===== src/rtl/seven_seg_pkg.sv =====
// Shared constants, pattern type and scan FSM state for the 6-digit seven-segment scan driver.
package seven_seg_pkg;

  localparam int unsigned NUM_DIGITS = 6;
  localparam int unsigned SEG_W      = 7;
  localparam int unsigned DIG_W      = 3;

  typedef logic [SEG_W-1:0] seg_t;

  localparam seg_t SEG_ZERO = 7'b1000000;
  localparam seg_t SEG_OFF  = 7'b1111111;

  localparam logic [DIG_W-1:0] DIG_HUNDREDTHS = 3'd0;
  localparam logic [DIG_W-1:0] DIG_TENTHS     = 3'd1;
  localparam logic [DIG_W-1:0] DIG_ONE_SEC    = 3'd2;
  localparam logic [DIG_W-1:0] DIG_TEN_SECS   = 3'd3;
  localparam logic [DIG_W-1:0] DIG_ONE_MIN    = 3'd4;
  localparam logic [DIG_W-1:0] DIG_TEN_MINS   = 3'd5;

  typedef enum logic {
    BLANK = 1'b0,
    SHOW  = 1'b1
  } scan_state_e;

  // Digit scan order 0..5, wrapping back to the hundredths digit.
  function automatic logic [DIG_W-1:0] next_digit(input logic [DIG_W-1:0] d);
    return (d == DIG_TEN_MINS) ? DIG_HUNDREDTHS : d + DIG_W'(1);
  endfunction

endpackage


===== src/rtl/seven_seg_scan_driver_timer.sv =====
// Slot timer: BLANK/SHOW FSM, in-slot cycle counter and digit counter; flags the frame snapshot.
module scan_slot_timer
  import seven_seg_pkg::*;
#(
  parameter int unsigned DWELL_CYCLES = 10,
  parameter int unsigned BLANK_CYCLES = 2
) (
  input  logic             clk,
  input  logic             rst_n,
  input  logic             i_enable,
  output scan_state_e      o_state,
  output logic [DIG_W-1:0] o_digit,
  output logic             o_snap_c
);

  localparam int unsigned      CNT_W      = $clog2(DWELL_CYCLES);
  localparam logic [CNT_W-1:0] BLANK_LAST = CNT_W'(BLANK_CYCLES - 1);
  localparam logic [CNT_W-1:0] SHOW_LAST  = CNT_W'(DWELL_CYCLES - BLANK_CYCLES - 1);

  scan_state_e      r_state, w_state_nxt;
  logic [CNT_W-1:0] r_cnt, w_cnt_nxt;
  logic [DIG_W-1:0] r_digit, w_digit_nxt;

  always_ff @(posedge clk or negedge rst_n) begin
    if (!rst_n) begin
      r_state <= BLANK;
      r_cnt   <= '0;
      r_digit <= DIG_HUNDREDTHS;
    end else begin
      r_state <= w_state_nxt;
      r_cnt   <= w_cnt_nxt;
      r_digit <= w_digit_nxt;
    end
  end

  // Disable parks the scan at the start of a blank slot for digit 0.
  always_comb begin
    w_state_nxt = r_state;
    w_cnt_nxt   = r_cnt + CNT_W'(1);
    w_digit_nxt = r_digit;
    o_snap_c    = 1'b0;
    if (!i_enable) begin
      w_state_nxt = BLANK;
      w_cnt_nxt   = '0;
      w_digit_nxt = DIG_HUNDREDTHS;
    end else begin
      case (r_state)
        BLANK: begin
          if (r_cnt == BLANK_LAST) begin
            w_state_nxt = SHOW;
            w_cnt_nxt   = '0;
            o_snap_c    = (r_digit == DIG_HUNDREDTHS);
          end
        end
        SHOW: begin
          if (r_cnt == SHOW_LAST) begin
            w_state_nxt = BLANK;
            w_cnt_nxt   = '0;
            w_digit_nxt = next_digit(r_digit);
          end
        end
        default: begin
          w_state_nxt = BLANK;
          w_cnt_nxt   = '0;
        end
      endcase
    end
  end

  assign o_state = r_state;
  assign o_digit = r_digit;

endmodule


===== src/rtl/seven_seg_scan_driver.sv =====
// Time-multiplexed 6-digit common-anode driver with per-frame pattern snapshot.
// Optional macro LEADING_ZERO_BLANK_EN suppresses leading-zero ten_mins/one_min digits.
module seven_seg_scan_driver
  import seven_seg_pkg::*;
#(
  parameter int unsigned CLK_HZ       = 50_000_000,
  parameter int unsigned DIGIT_HZ     = 1000,
  parameter int unsigned BLANK_CYCLES = 500,
  parameter logic [5:0]  DP_MASK      = 6'b010100
) (
  input  logic       CLK_50MHz,
  input  logic       reset_n,
  input  logic       enable,
  input  logic [6:0] hundredths_seven_seg,
  input  logic [6:0] tenths_seven_seg,
  input  logic [6:0] one_sec_seven_seg,
  input  logic [6:0] ten_secs_seven_seg,
  input  logic [6:0] one_min_seven_seg,
  input  logic [6:0] ten_mins_seven_seg,
  output logic [6:0] seg_n,
  output logic       dp_n,
  output logic [5:0] an_n,
  output logic       frame_tick
);

  localparam int unsigned DWELL_CYCLES = CLK_HZ / DIGIT_HZ;

  if (BLANK_CYCLES < 1 || BLANK_CYCLES >= DWELL_CYCLES) begin : g_bad_blank
    $error("BLANK_CYCLES must satisfy 1 <= BLANK_CYCLES < DWELL_CYCLES");
  end

  scan_state_e      w_state;
  logic [DIG_W-1:0] w_digit;
  logic             w_snap;
  logic             w_suppress;
  seg_t             w_in     [NUM_DIGITS];
  seg_t             r_shadow [NUM_DIGITS];
  logic [5:0]       r_an_n, w_an_nxt;
  seg_t             r_seg_n, w_seg_nxt;
  logic             r_dp_n, w_dp_nxt;
  logic             r_frame_tick;

  scan_slot_timer #(
    .DWELL_CYCLES(DWELL_CYCLES),
    .BLANK_CYCLES(BLANK_CYCLES)
  ) u_timer (
    .clk     (CLK_50MHz),
    .rst_n   (reset_n),
    .i_enable(enable),
    .o_state (w_state),
    .o_digit (w_digit),
    .o_snap_c(w_snap)
  );

  assign w_in[0] = hundredths_seven_seg;
  assign w_in[1] = tenths_seven_seg;
  assign w_in[2] = one_sec_seven_seg;
  assign w_in[3] = ten_secs_seven_seg;
  assign w_in[4] = one_min_seven_seg;
  assign w_in[5] = ten_mins_seven_seg;

`ifdef LEADING_ZERO_BLANK_EN
  assign w_suppress =
      ((w_digit == DIG_TEN_MINS) && (r_shadow[5] == SEG_ZERO)) ||
      ((w_digit == DIG_ONE_MIN)  && (r_shadow[5] == SEG_ZERO) && (r_shadow[4] == SEG_ZERO));
`else
  assign w_suppress = 1'b0;
`endif

  // Shadow patterns only change at the start of a frame so a frame never tears.
  always_ff @(posedge CLK_50MHz or negedge reset_n) begin
    if (!reset_n) begin
      for (int i = 0; i < NUM_DIGITS; i++) r_shadow[i] <= SEG_OFF;
    end else if (w_snap) begin
      for (int i = 0; i < NUM_DIGITS; i++) r_shadow[i] <= w_in[i];
    end
  end

  always_comb begin
    w_an_nxt  = '1;
    w_seg_nxt = SEG_OFF;
    w_dp_nxt  = 1'b1;
    if (enable && (w_state == SHOW)) begin
      w_seg_nxt = r_shadow[w_digit];
      if (!w_suppress) begin
        w_an_nxt[w_digit] = 1'b0;
        w_dp_nxt          = ~DP_MASK[w_digit];
      end
    end
  end

  always_ff @(posedge CLK_50MHz or negedge reset_n) begin
    if (!reset_n) begin
      r_an_n       <= '1;
      r_seg_n      <= SEG_OFF;
      r_dp_n       <= 1'b1;
      r_frame_tick <= 1'b0;
    end else begin
      r_an_n       <= w_an_nxt;
      r_seg_n      <= w_seg_nxt;
      r_dp_n       <= w_dp_nxt;
      r_frame_tick <= w_snap;
    end
  end

  assign an_n       = r_an_n;
  assign seg_n      = r_seg_n;
  assign dp_n       = r_dp_n;
  assign frame_tick = r_frame_tick;

endmodule


===== config.mk =====
export PLATFORM = sky130hd
export DESIGN_NAME = seven_seg_scan_driver
export DESIGN_NICKNAME = d
export VERILOG_FILES = /design/src/rtl/seven_seg_pkg.sv /design/src/rtl/seven_seg_scan_driver_timer.sv /design/src/rtl/seven_seg_scan_driver.sv
export SDC_FILE = /design/constraint.sdc
export NUM_CORES = 1
export LEC_CHECK = 0
export CAP_MARGIN = 20
export CORE_MARGIN = 4
export CORE_UTILIZATION = 39
export DETAILED_ROUTE_END_ITERATION = 7
export GPL_TIMING_DRIVEN = 0
export PLACE_DENSITY = 0.64
export SLEW_MARGIN = 20
export SYNTH_ARGS = -nofsm -noshare
export SYNTH_HDL_FRONTEND = slang
export SYNTH_SLANG_ARGS = --single-unit
export TNS_END_PERCENT = 100

===== constraint.sdc =====
create_clock -name CLK_50MHz -period 2.6 [get_ports CLK_50MHz]
set_input_delay 0.52 -clock CLK_50MHz [delete_from_list [all_inputs] [get_ports CLK_50MHz]]
set_output_delay 0.52 -clock CLK_50MHz [all_outputs]
set_load 0.05 [all_outputs]

==> flow_summary_export.csv <==
group,metric,value,unit
status,outcome,"finished clean",
setup_path,worstPathMaxFanout,10,
floorplanning,rows,35,
detailed_routing,via_per_inst,4.99,
global_routing,grt_antenna_before_repair,0,
setup_path,worstSetupPathType,"input port to register",
synth,synth_edf_count,0,
synth,synth.most_common_cell,"dfstp_2",
power,internal-power,1.69,mW
cells_and_area,multi_input_area,1560,um^2
timing,skew,0.0166,ns
synth,avgSynthCellArea,14.2,um^2
cells_and_area,final_core_util,50.1,%
clock_network,cts_hold_buffers,0,
min_path,hp-class,"input port to async pin",
clock_network,tritoncts,"done",
detailed_routing,first_iter_violations,64,
power,swShare,23.6,%
power,power,2.21,mW
floorplanning,io_pins,60,
floorplanning,die_h,105,um
synth,ys_types,35,
clock_network,ctsResizeCount,0,
placed_design,gp_congestion,0.796,
cells_and_area,drive_gt1_share,41.2,%
timing,fmax,442,MHz
timing,fin_crit_sh,86.9,%
setup_path,endpoint_kind,"register",
clock_network,clock-sinks,77,
power,p_sw,0.520,mW
clock_network,worstSkewPairLatency,0.35,ns
floorplanning,core_area,9200,um^2
global_routing,grt_start_max_net_pins,44,
detailed_routing,antenna_left,0,
placed_design,place.detailed.hpwl,5180,um
timing,fin_tns_setup,0,ns
synth,synthTopCellsByArea,"dfstp_2 (40%), mux2_4 (16%), dfrtp_1 (14%), mux4_2 (4.3%), xnor2_1 (2.6%)",
power,power_density,479,nW/um^2
synth,synth_ff_type,"dfstp_2",
cells_and_area,antenna_cells,0,
placed_design,portBuffers,59,
power,max-vdd-ir-drop,240,uV
clock_network,numCtsBuffers,9,
synth,synth_commonest_cells,"dfstp_2 (56), mux2_4 (40), nor2_1 (22)",
synth,netlist_area,3670,um^2
clock_network,postCtsSetupBuffers,0,
setup_path,worst_setup_path_start_kind,"input port",
global_routing,grt_overflow,0,
synth,synth-seq-cells,77,
global_routing,grt.total_usage,14.1,%
detailed_routing,drc_errors,0,
synth,syn_inst,259,
synth,asyncSetResetFlopFracSynth,100,%
cells_and_area,register_area,2000,um^2
global_routing,grt_pass1_vias,2320,
cells_and_area,stdcell_count,446,
power,power.leakage,1.90,nW
detailed_routing,first_pass_iters,5,
synth,seq_area_frac_synth,54.5,%
synth,yosysTopAreaCell,"dfstp_2",
detailed_routing,post_drt_wl_per_cell,16.2,um
floorplanning,die_x,105,um
floorplanning,die_area,11000,um^2
cells_and_area,finalNetCount,377,
placed_design,dp_cells,430,
timing,worst_slew_pin_slew,0.585,ns
floorplanning,initial_core_util,39.9,%
timing,final-hold-violation-count,0,
setup_path,cp.required,2.87,ns
clock_network,cts_root_buf,"clkbuf_8",
timing,slew_viol_final,0,
timing,slew_headroom,60.6,%
detailed_routing,vias,2227,
setup_path,critPathArrivalTime,2.53,ns
synth,synth_top_area_share,40.1,%
power,seqPwrFrac,54.9,%
timing,fin_crit,2.26,ns
timing,grt_setup_unrepaired,"no",
cells_and_area,nFillCells,815,
cells_and_area,area_growth,25.6,%
power,pwr-share-clk,39.6,%
synth,yosys_warnings,0,
power,pwr-share-comb,5.5,%
timing,setup_viol,0,
run,cap_violations,0,
clock_network,cts_buffer_depth,2,
detailed_routing,routed_wirelength,7220,um
clock_network,clk_pin_slew_worst_paths,0.09,ns
synth,synthesis.nets,306,
global_routing,grt_pass1_wl,12300,um
clock_network,cts_htree_levels,3,
==> layout by cell type (no fill, tap or decap), types with 4 or more instances in the layout <==
cell,synthesis,layout
xnor2_1,11,11
buf_6,6,6
dfrtp_1,21,21
nand3_1,8,8
clkbuf_8,0,11
inv_1,5,5
o311ai_0,7,7
xor2_1,4,4
mux2i_1,9,9
mux2_4,40,40
clkbuf_1,4,4
nor2_1,22,22
dfstp_2,56,56
nand4_1,4,4
nor3_1,5,5
clkdlybuf4s50_1,0,58
nor4_1,5,5
mux4_2,7,7
nand2_1,19,19
==> per-stage QoR <==
step	worst slack, ns	cell area [um^2]	hold slack (ns)
2_1_floorplan	0.561	3670	0.224
3_3_place_gp	-1.55	4400	0.514
3_5_place_dp	-0.0300	4410	0.505
4_1_cts	0.338	4610	0.118
5_1_grt	0.207	4610	0.133
6_report	0.339	4610	0.120
==> power groups by stage <==
stage                     Sequential (mW)  Clock, mW  Combinational, mW
after floorplan                      1.23          0             0.0218
after global placement               1.23          0              0.119
after detailed placement             1.23          0              0.124
after CTS                            1.21      0.898              0.125
after global routing                 1.21      0.950              0.134
final                                1.21      0.874              0.121
==> logic make-up after synthesis <==
logic type,after synthesis,share of synthesized area [%]
compound gates,10,2.22
simple gates,79,12.2
buf+inv,18,3.14
flops,77,54.5
fa+ha+maj,2,0.682
xor+xnor,15,3.58
mux,58,23.7
==> state kept, by name, summed over array words and instances, names as in the netlist <==
| register | count |
|---|---|
| u_timer.o_digit | 3 |
| u_timer.o_state | 1 |
| r_shadow | 42 |
| dp_n | 1 |
| frame_tick | 1 |
| an_n | 6 |
| u_timer.r_cnt | 16 |
| seg_n | 7 |
==> metal layers <==
| layer | GRT usage (%) | wire [um] | vias to the layer above |
|---|---|---|---|
| met5 | 0 | 0 | - |
| met4 | 5.34 | 108 | 0 |
| met3 | 2.66 | 271 | 9 |
| met2 | 20.5 | 3230 | 45 |
| met1 | 20.8 | 3620 | 1101 |
| li1 | - | - | 1072 |
==> path summary, 6_finish.rpt <==
check | from | end | slack (ns) | cells after the start
max | enable | r_shadow[39] | 0.34 | 6
min | reset_n | u_timer.o_digit[0] | 0.12 | 1
max reg2reg | u_timer.r_cnt[0] | r_shadow[39] | 0.37 | 6
min reg2reg | u_timer.o_digit[2] | dp_n | 0.52 | 1
max in group asynchronous | reset_n | r_shadow[23] | 1.84 | 2
min in group CLK_50MHz | u_timer.o_digit[2] | dp_n | 0.52 | 1
==> cell type report <==
| class | instances | area share (%) |
|---|---|---|
| Timing Repair Buffer | 60 | 13.2 |
| Inverter | 5 | 0.407 |
| Tap cell | 111 | 3.02 |
| Sequential cell | 77 | 43.4 |
| Clock buffer | 11 | 3.29 |
| Buffer | 13 | 2.09 |
| Multi-Input combinational cell | 164 | 33.8 |
| Clock inverter | 5 | 0.869 |
==> critical path, cell delays in order <==
cell and delay [ns]:
clkdlybuf4s50_1 0.58, inv_1 0.12, nor4_1 0.56, nand3_4 0.21, buf_6 0.22, mux2_4 0.31
(Power assumes the default switching activity.)
